[config.mk]
export PLATFORM = sky130hd
export DESIGN_NAME = div_sequencer
export DESIGN_NICKNAME = d
export VERILOG_FILES = /design/src/rtl/div_sequencer.sv
export SDC_FILE = /design/constraint.sdc
export NUM_CORES = 1
export LEC_CHECK = 0
export CORE_MARGIN = 8
export CORE_UTILIZATION = 52
export DETAILED_ROUTE_END_ITERATION = 10
export GPL_ROUTABILITY_DRIVEN = 0
export HOLD_SLACK_MARGIN = 0.05
export PLACE_DENSITY_LB_ADDON = 0.05
export SETUP_SLACK_MARGIN = 0.05
export SLEW_MARGIN = 20
export SYNTH_ARGS = -nofsm -noshare
export SYNTH_HDL_FRONTEND = slang
export SYNTH_SLANG_ARGS = --single-unit
[constraint.sdc]
create_clock -name clk -period 5.8 [get_ports clk]
set_clock_uncertainty 0.15 [all_clocks]
set_input_delay 0.87 -clock clk [delete_from_list [all_inputs] [get_ports clk]]
set_output_delay 0.87 -clock clk [all_outputs]
set_load 0.05 [all_outputs]
[src/rtl/div_sequencer.sv]
//==============================================================================
// Module      : div_sequencer
// Description : Iterative 32-bit signed/unsigned integer divider with its own
//               sequencing FSM. Radix-2 restoring divide, one quotient bit
//               per cycle, followed by sign fixup. Divide-by-zero and the
//               signed overflow case (0x80000000 / -1) finish early.
// Ports       : clk, reset (async, active-high)
//               enable_i    - pipeline advance; low freezes everything but abort
//               abort_i     - flush; returns to IDLE, results untouched
//               start_i     - request, sampled in IDLE with enable_i high
//               is_signed_i - two's complement operands
//               dividend_i, divisor_i - operands, sampled with start_i
//               busy_o, done_o, flags_load_o - decoded from the state register
//               quotient_o, remainder_o      - registered results
//               flag_zero_o, flag_negative_o, flag_div0_o, flag_overflow_o
// Revision    : 1.0 - initial release
//==============================================================================
`default_nettype none

module div_sequencer (
    input  logic        clk,
    input  logic        reset,
    input  logic        enable_i,
    input  logic        abort_i,
    input  logic        start_i,
    input  logic        is_signed_i,
    input  logic [31:0] dividend_i,
    input  logic [31:0] divisor_i,
    output logic        busy_o,
    output logic        done_o,
    output logic [31:0] quotient_o,
    output logic [31:0] remainder_o,
    output logic        flags_load_o,
    output logic        flag_zero_o,
    output logic        flag_negative_o,
    output logic        flag_div0_o,
    output logic        flag_overflow_o
);

    typedef enum logic [2:0] {
        S_IDLE    = 3'd0,
        S_CHECK   = 3'd1,
        S_ITERATE = 3'd2,
        S_FIXUP   = 3'd3,
        S_DONE    = 3'd4
    } state_t;

    state_t      state_q, state_d;

    // Working registers. quo_q starts as |dividend| and is shifted out MSB
    // first while quotient bits shift in at the bottom.
    logic [31:0] rem_q, rem_d;
    logic [31:0] quo_q, quo_d;
    logic [31:0] dvs_q, dvs_d;
    logic [4:0]  count_q, count_d;
    logic        dvd_neg_q, dvd_neg_d;   // only ever set for signed operations
    logic        dvs_neg_q, dvs_neg_d;

    // Architected results
    logic [31:0] quotient_q, quotient_d;
    logic [31:0] remainder_q, remainder_d;
    logic        zero_q, zero_d;
    logic        neg_q, neg_d;
    logic        div0_q, div0_d;
    logic        ovf_q, ovf_d;

    logic        w_in_dvd_neg;
    logic        w_in_dvs_neg;
    logic [32:0] w_shift;
    logic [32:0] w_trial;
    logic        w_fits;
    logic [31:0] w_dvd_orig;
    logic        w_overflow;
    logic [31:0] w_fix_quo;
    logic [31:0] w_fix_rem;

    assign w_in_dvd_neg = is_signed_i & dividend_i[31];
    assign w_in_dvs_neg = is_signed_i & divisor_i[31];

    assign w_shift = {rem_q, quo_q[31]};
    assign w_trial = w_shift - {1'b0, dvs_q};
    assign w_fits  = ~w_trial[32];

    // Negating |dividend| restores the original operand, including 0x80000000.
    assign w_dvd_orig = dvd_neg_q ? (32'd0 - quo_q) : quo_q;

    // |dividend| == 2^31 with a negative sign is only 0x80000000; |divisor| == 1
    // with a negative sign is only 0xFFFFFFFF.
    assign w_overflow = dvd_neg_q & (quo_q == 32'h8000_0000) &
                        dvs_neg_q & (dvs_q == 32'd1);

    assign w_fix_quo = (dvd_neg_q ^ dvs_neg_q) ? (32'd0 - quo_q) : quo_q;
    assign w_fix_rem = dvd_neg_q ? (32'd0 - rem_q) : rem_q;

    always_ff @(posedge clk or posedge reset) begin
        if (reset) begin
            state_q     <= S_IDLE;
            rem_q       <= 32'd0;
            quo_q       <= 32'd0;
            dvs_q       <= 32'd0;
            count_q     <= 5'd0;
            dvd_neg_q   <= 1'b0;
            dvs_neg_q   <= 1'b0;
            quotient_q  <= 32'd0;
            remainder_q <= 32'd0;
            zero_q      <= 1'b0;
            neg_q       <= 1'b0;
            div0_q      <= 1'b0;
            ovf_q       <= 1'b0;
        end else begin
            state_q     <= state_d;
            rem_q       <= rem_d;
            quo_q       <= quo_d;
            dvs_q       <= dvs_d;
            count_q     <= count_d;
            dvd_neg_q   <= dvd_neg_d;
            dvs_neg_q   <= dvs_neg_d;
            quotient_q  <= quotient_d;
            remainder_q <= remainder_d;
            zero_q      <= zero_d;
            neg_q       <= neg_d;
            div0_q      <= div0_d;
            ovf_q       <= ovf_d;
        end
    end

    always_comb begin
        state_d     = state_q;
        rem_d       = rem_q;
        quo_d       = quo_q;
        dvs_d       = dvs_q;
        count_d     = count_q;
        dvd_neg_d   = dvd_neg_q;
        dvs_neg_d   = dvs_neg_q;
        quotient_d  = quotient_q;
        remainder_d = remainder_q;
        zero_d      = zero_q;
        neg_d       = neg_q;
        div0_d      = div0_q;
        ovf_d       = ovf_q;

        if (abort_i) begin
            // Flush wins over everything, including a same-cycle start.
            state_d = S_IDLE;
        end else if (enable_i) begin
            case (state_q)
                S_IDLE: begin
                    if (start_i) begin
                        dvd_neg_d = w_in_dvd_neg;
                        dvs_neg_d = w_in_dvs_neg;
                        quo_d     = w_in_dvd_neg ? (32'd0 - dividend_i) : dividend_i;
                        dvs_d     = w_in_dvs_neg ? (32'd0 - divisor_i) : divisor_i;
                        state_d   = S_CHECK;
                    end
                end
                S_CHECK: begin
                    if (dvs_q == 32'd0) begin
                        quotient_d  = 32'hFFFF_FFFF;
                        remainder_d = w_dvd_orig;
                        zero_d      = 1'b0;
                        neg_d       = 1'b1;
                        div0_d      = 1'b1;
                        ovf_d       = 1'b0;
                        state_d     = S_DONE;
                    end else if (w_overflow) begin
                        quotient_d  = 32'h8000_0000;
                        remainder_d = 32'd0;
                        zero_d      = 1'b0;
                        neg_d       = 1'b1;
                        div0_d      = 1'b0;
                        ovf_d       = 1'b1;
                        state_d     = S_DONE;
                    end else begin
                        rem_d   = 32'd0;
                        count_d = 5'd31;
                        state_d = S_ITERATE;
                    end
                end
                S_ITERATE: begin
                    rem_d   = w_fits ? w_trial[31:0] : w_shift[31:0];
                    quo_d   = {quo_q[30:0], w_fits};
                    count_d = count_q - 5'd1;
                    if (count_q == 5'd0) begin
                        state_d = S_FIXUP;
                    end
                end
                S_FIXUP: begin
                    quotient_d  = w_fix_quo;
                    remainder_d = w_fix_rem;
                    zero_d      = (w_fix_quo == 32'd0);
                    neg_d       = w_fix_quo[31];
                    div0_d      = 1'b0;
                    ovf_d       = 1'b0;
                    state_d     = S_DONE;
                end
                S_DONE: begin
                    state_d = S_IDLE;
                end
                default: begin
                    state_d = S_IDLE;
                end
            endcase
        end
    end

    assign busy_o          = (state_q != S_IDLE);
    assign done_o          = (state_q == S_DONE);
    assign flags_load_o    = (state_q == S_DONE);
    assign quotient_o      = quotient_q;
    assign remainder_o     = remainder_q;
    assign flag_zero_o     = zero_q;
    assign flag_negative_o = neg_q;
    assign flag_div0_o     = div0_q;
    assign flag_overflow_o = ovf_q;

endmodule

`default_nettype wire

==> parameters.txt <==
Parameter                              Value

Outcome
  Outcome    finished, final reports clean

Critical path
  Top fanout value on the critical path    18
  Req. time, crit path    5.93 ns
  Kind of end point of the critical path    flop
  Nature of the critical path startpoint    flop
  Critical path data arrival time    4.18 ns
  WS Path Type    flop to flop

Synth
  Flip-flop cell with the highest count after synthesis    dfrtp_1
  Number of enable flip-flop cells after synthesis    0
  Share of flip-flops with an asynchronous set or reset    100%
  Summed instance area of the synthesized netlist    12700 um^2
  Part of the Yosys area used for sequential elements    34.1%
  Warnings, synthesis    0
  Synthesized area divided by synthesized cell count    8.10 um^2
  Number of library cell types mapped by synthesis    70
  Area contributors post-synth    dfrtp_1 34%, o21ai_0 7.2%, xnor2_1 6.5%, nand2_1 6.2%, xor2_1 5.7%
  Gate count of the mapped netlist    1565
  Nets in the synthesized netlist    1675
  Fraction of post-synthesis cell area in the top cell type by area    34.1%
  Flop and latch count out of synthesis    173
  Biggest area consumer among synthesized cells    dfrtp_1

Floorplan
  Vertical die dimension    172 um
  Area enclosed by the die boundary    29600 um^2
  Top-level I/O count    141
  Core area    24100 um^2
  Starting Density    52.6%
  Standard-cell row count    57
  Width of the chip    172 um

Final layout
  Multi-input logic area    7780 um^2
  Leading cell type in the layout, fill and taps excluded    nand2_1
  Utilization after layout    61.5%
  Highest-count cells in the layout ignoring fill and taps    210 x nand2_1, 183 x o21ai_0, 172 x dfrtp_1
  Area Growth Syn to Fin    16.9%
  Proportion of layout cells with a drive suffix above 1    4.49%
  Storage cell area    4330 um^2
  Filler cell count    2227
  Count of inserted antenna diode cells    0
  NumNets Final    1746

Power and ir drop
  Static Leak    6.20 nW
  Pwr per Cell Area    318 nW/um^2
  Fraction of power spent switching nets    41.7%
  Gate power share    38.0%
  Reported net switching power    1.96 mW
  Power share of the sequential group    37.2%
  Peak ir drop on the vdd network    0.173 mV
  Internal Power    2.75 mW
  Clock share of power    24.8%

Worst hold path
  Path type of the worst min-delay path    flop to flop

Routing
  Count of vias placed by the detailed router    11700
  DRC violations left    0
  First DRT Iteration DRCs    1028
  Router iterations before antenna repair    5
  Average vias per placed instance    5.93
  Wire per inst    19.0 um
  Remaining number of nets flagged by the antenna check after routing    0
  Post-Route WL    37500 um

GRT
  Vias in the first global route    10900
  First-pass GRT wire length    59300 um
  Initial antenna violation count    0
  GRT overflow    0
  Pin count of the biggest net entering global routing    99
  GRT Util Overall    25.4%

CTS
  Clock Latency Late Sink    0.44 ns
  Clk sinks    173
  Number of H-tree levels    4
  Post-CTS setup-driven buffer insertion count    0
  Clock tree from TritonCTS    built
  Post-CTS clock slew at the launch and capture registers of the worst setup and hold paths    0.07 ns
  Number of cells upsized or downsized after cts    0
  Post-CTS Hold Buffers    0
  Buffer levels on the longest clock path    2
  Root Driver    clkbuf_16
  TritonCTS Buffers    17

STA
  Final cycle utilization of the critical path    69.7%
  Max_slew headroom    32.6%
  Final hold violations    0
  RSZ-0062 raised after global routing    false
  Final slew viol count    0
  Setup TNS after final layout    0 ns
  Max frequency    0.247 GHz
  Slew at the pin closest to its max-slew limit    1.01 ns
  Clock period minus worst slack    4.04 ns
  Setup-failing EPs final    0

Place
  Count of buffers inserted at the top-level ports    140
  Final HPWL from detailed placement    28100 um

Job
  Max-cap violations    0
-- flip-flops by register name (all words and copies together) (netlist names) --
| register | flops |
|---|---|
| count_q | 5 |
| dvs_q | 32 |
| remainder_o | 32 |
| dvd_neg_q | 1 |
| state_q | 3 |
| flag_zero_o | 1 |
| flag_div0_o | 1 |
| quotient_o | 32 |
| quo_q | 32 |
| dvs_neg_q | 1 |
| rem_q | 32 |
| flag_overflow_o | 1 |
-- per-stage QoR --
| step | std cells | setup slack, ns | hold WS (ns) | power, mW | cell area, um^2 |
|---|---|---|---|---|---|
| 3_5_place_dp | 1941 | 1.83 | 0.317 | 3.53 | 14200 |
| 4_1_cts | 1973 | 1.76 | 0.333 | 4.70 | 14800 |
| 3_3_place_gp | 1941 | 1.95 | 0.311 | 3.50 | 14200 |
| 5_1_grt | 1973 | 1.52 | 0.339 | 4.98 | 14800 |
| 6_report | 1973 | 1.76 | 0.327 | 4.71 | 14800 |
| 2_1_floorplan | 1565 | 0.0915 | 0.313 | 2.94 | 12700 |
-- per-layer routing --
metal  vias to the layer above  GRT usage, %  routed length [um]
li1                       5696             -                   -
met1                      5474          37.6               17900
met2                       452          35.0               15200
met3                        72          5.48                3180
met4                         0          10.4                1270
met5                         -             0                   0
-- synthesized netlist by cell type (4+ instances only) --
cell,n
a221oi_1,5
dfrtp_1,173
a21o_1,27
nand2b_1,16
a221o_1,10
clkbuf_1,86
or3_1,26
mux2i_1,22
or4_1,6
o31ai_1,22
o221ai_1,17
a22oi_1,8
o21ai_0,183
ha_1,39
and3_1,8
inv_1,54
nand4_1,8
nor3b_1,5
nor2b_1,12
nor2_1,108
and2_1,19
nand3b_1,5
nor3_1,26
o211ai_1,6
buf_1,9
a211oi_1,15
a2bb2oi_1,4
xor2_1,82
nand3_1,20
o41ai_1,11
o21a_1,18
a21oi_1,99
o21ai_1,19
nor4b_1,4
nand2_1,210
xnor2_1,94
nor4_1,22
a31oi_1,8
buf_2,4
-- critical path, stage by stage, from the launching register on --
cell and delay [ns]:
dfrtp_1 0.48, ha_1 0.42, o21ai_0 0.37, a211oi_1 0.14, o211ai_1 0.15, nand3_1 0.18, a311oi_1 0.54, o21ai_1 0.18
xor2_2 0.46, buf_4 0.41, mux2i_1 0.28, o21ai_0 0.10
-- cells by family after synthesis --
group                    Yosys count  synth area share, %
AO/OA/AOI/OAI                    485                 23.9
XOR/XNOR                         176                 12.2
adder cells (fa/ha/maj)           40                 4.01
buffers and inverters            156                 4.74
flip-flops                       173                 34.1
multiplexers                      22                 1.74
AND/OR/NAND/NOR                  513                 19.3
-- final cells by class --
type                       instances  share of cell area, %
sequential                       173                   29.2
timing repair buffer             154                   10.2
multi-input combinational       1236                   52.5
clock buffer                      17                   2.87
tap                              324                   2.73
inverter                          54                   1.40
clock inverter                    15                   1.08
-- final timing paths --
path | start | end | slack [ns] | depth (start not counted)
min in group asynchronous | reset | quotient_o[7] | 0.86 | 2
hold reg to reg | quotient_o[30] | quotient_o[30] | 0.33 | 1
setup reg to reg | rem_q[5] | rem_q[7] | 1.76 | 11
max in group asynchronous | reset | dvd_neg_q | 3.69 | 3
hold / removal | quotient_o[30] | quotient_o[30] | 0.33 | 1
setup / recovery | rem_q[5] | rem_q[7] | 1.76 | 11
-- power groups by stage --
stage / combinational [mW] / sequential, mW / clock [mW]
2_1_floorplan: 1.20 / 1.74 / 0
3_3_place_gp: 1.75 / 1.75 / 0
3_5_place_dp: 1.77 / 1.76 / 0
4_1_cts: 1.78 / 1.73 / 1.18
5_1_grt: 1.96 / 1.78 / 1.23
6_report: 1.79 / 1.75 / 1.17
Note: power is estimated with default switching activity, not from simulation.
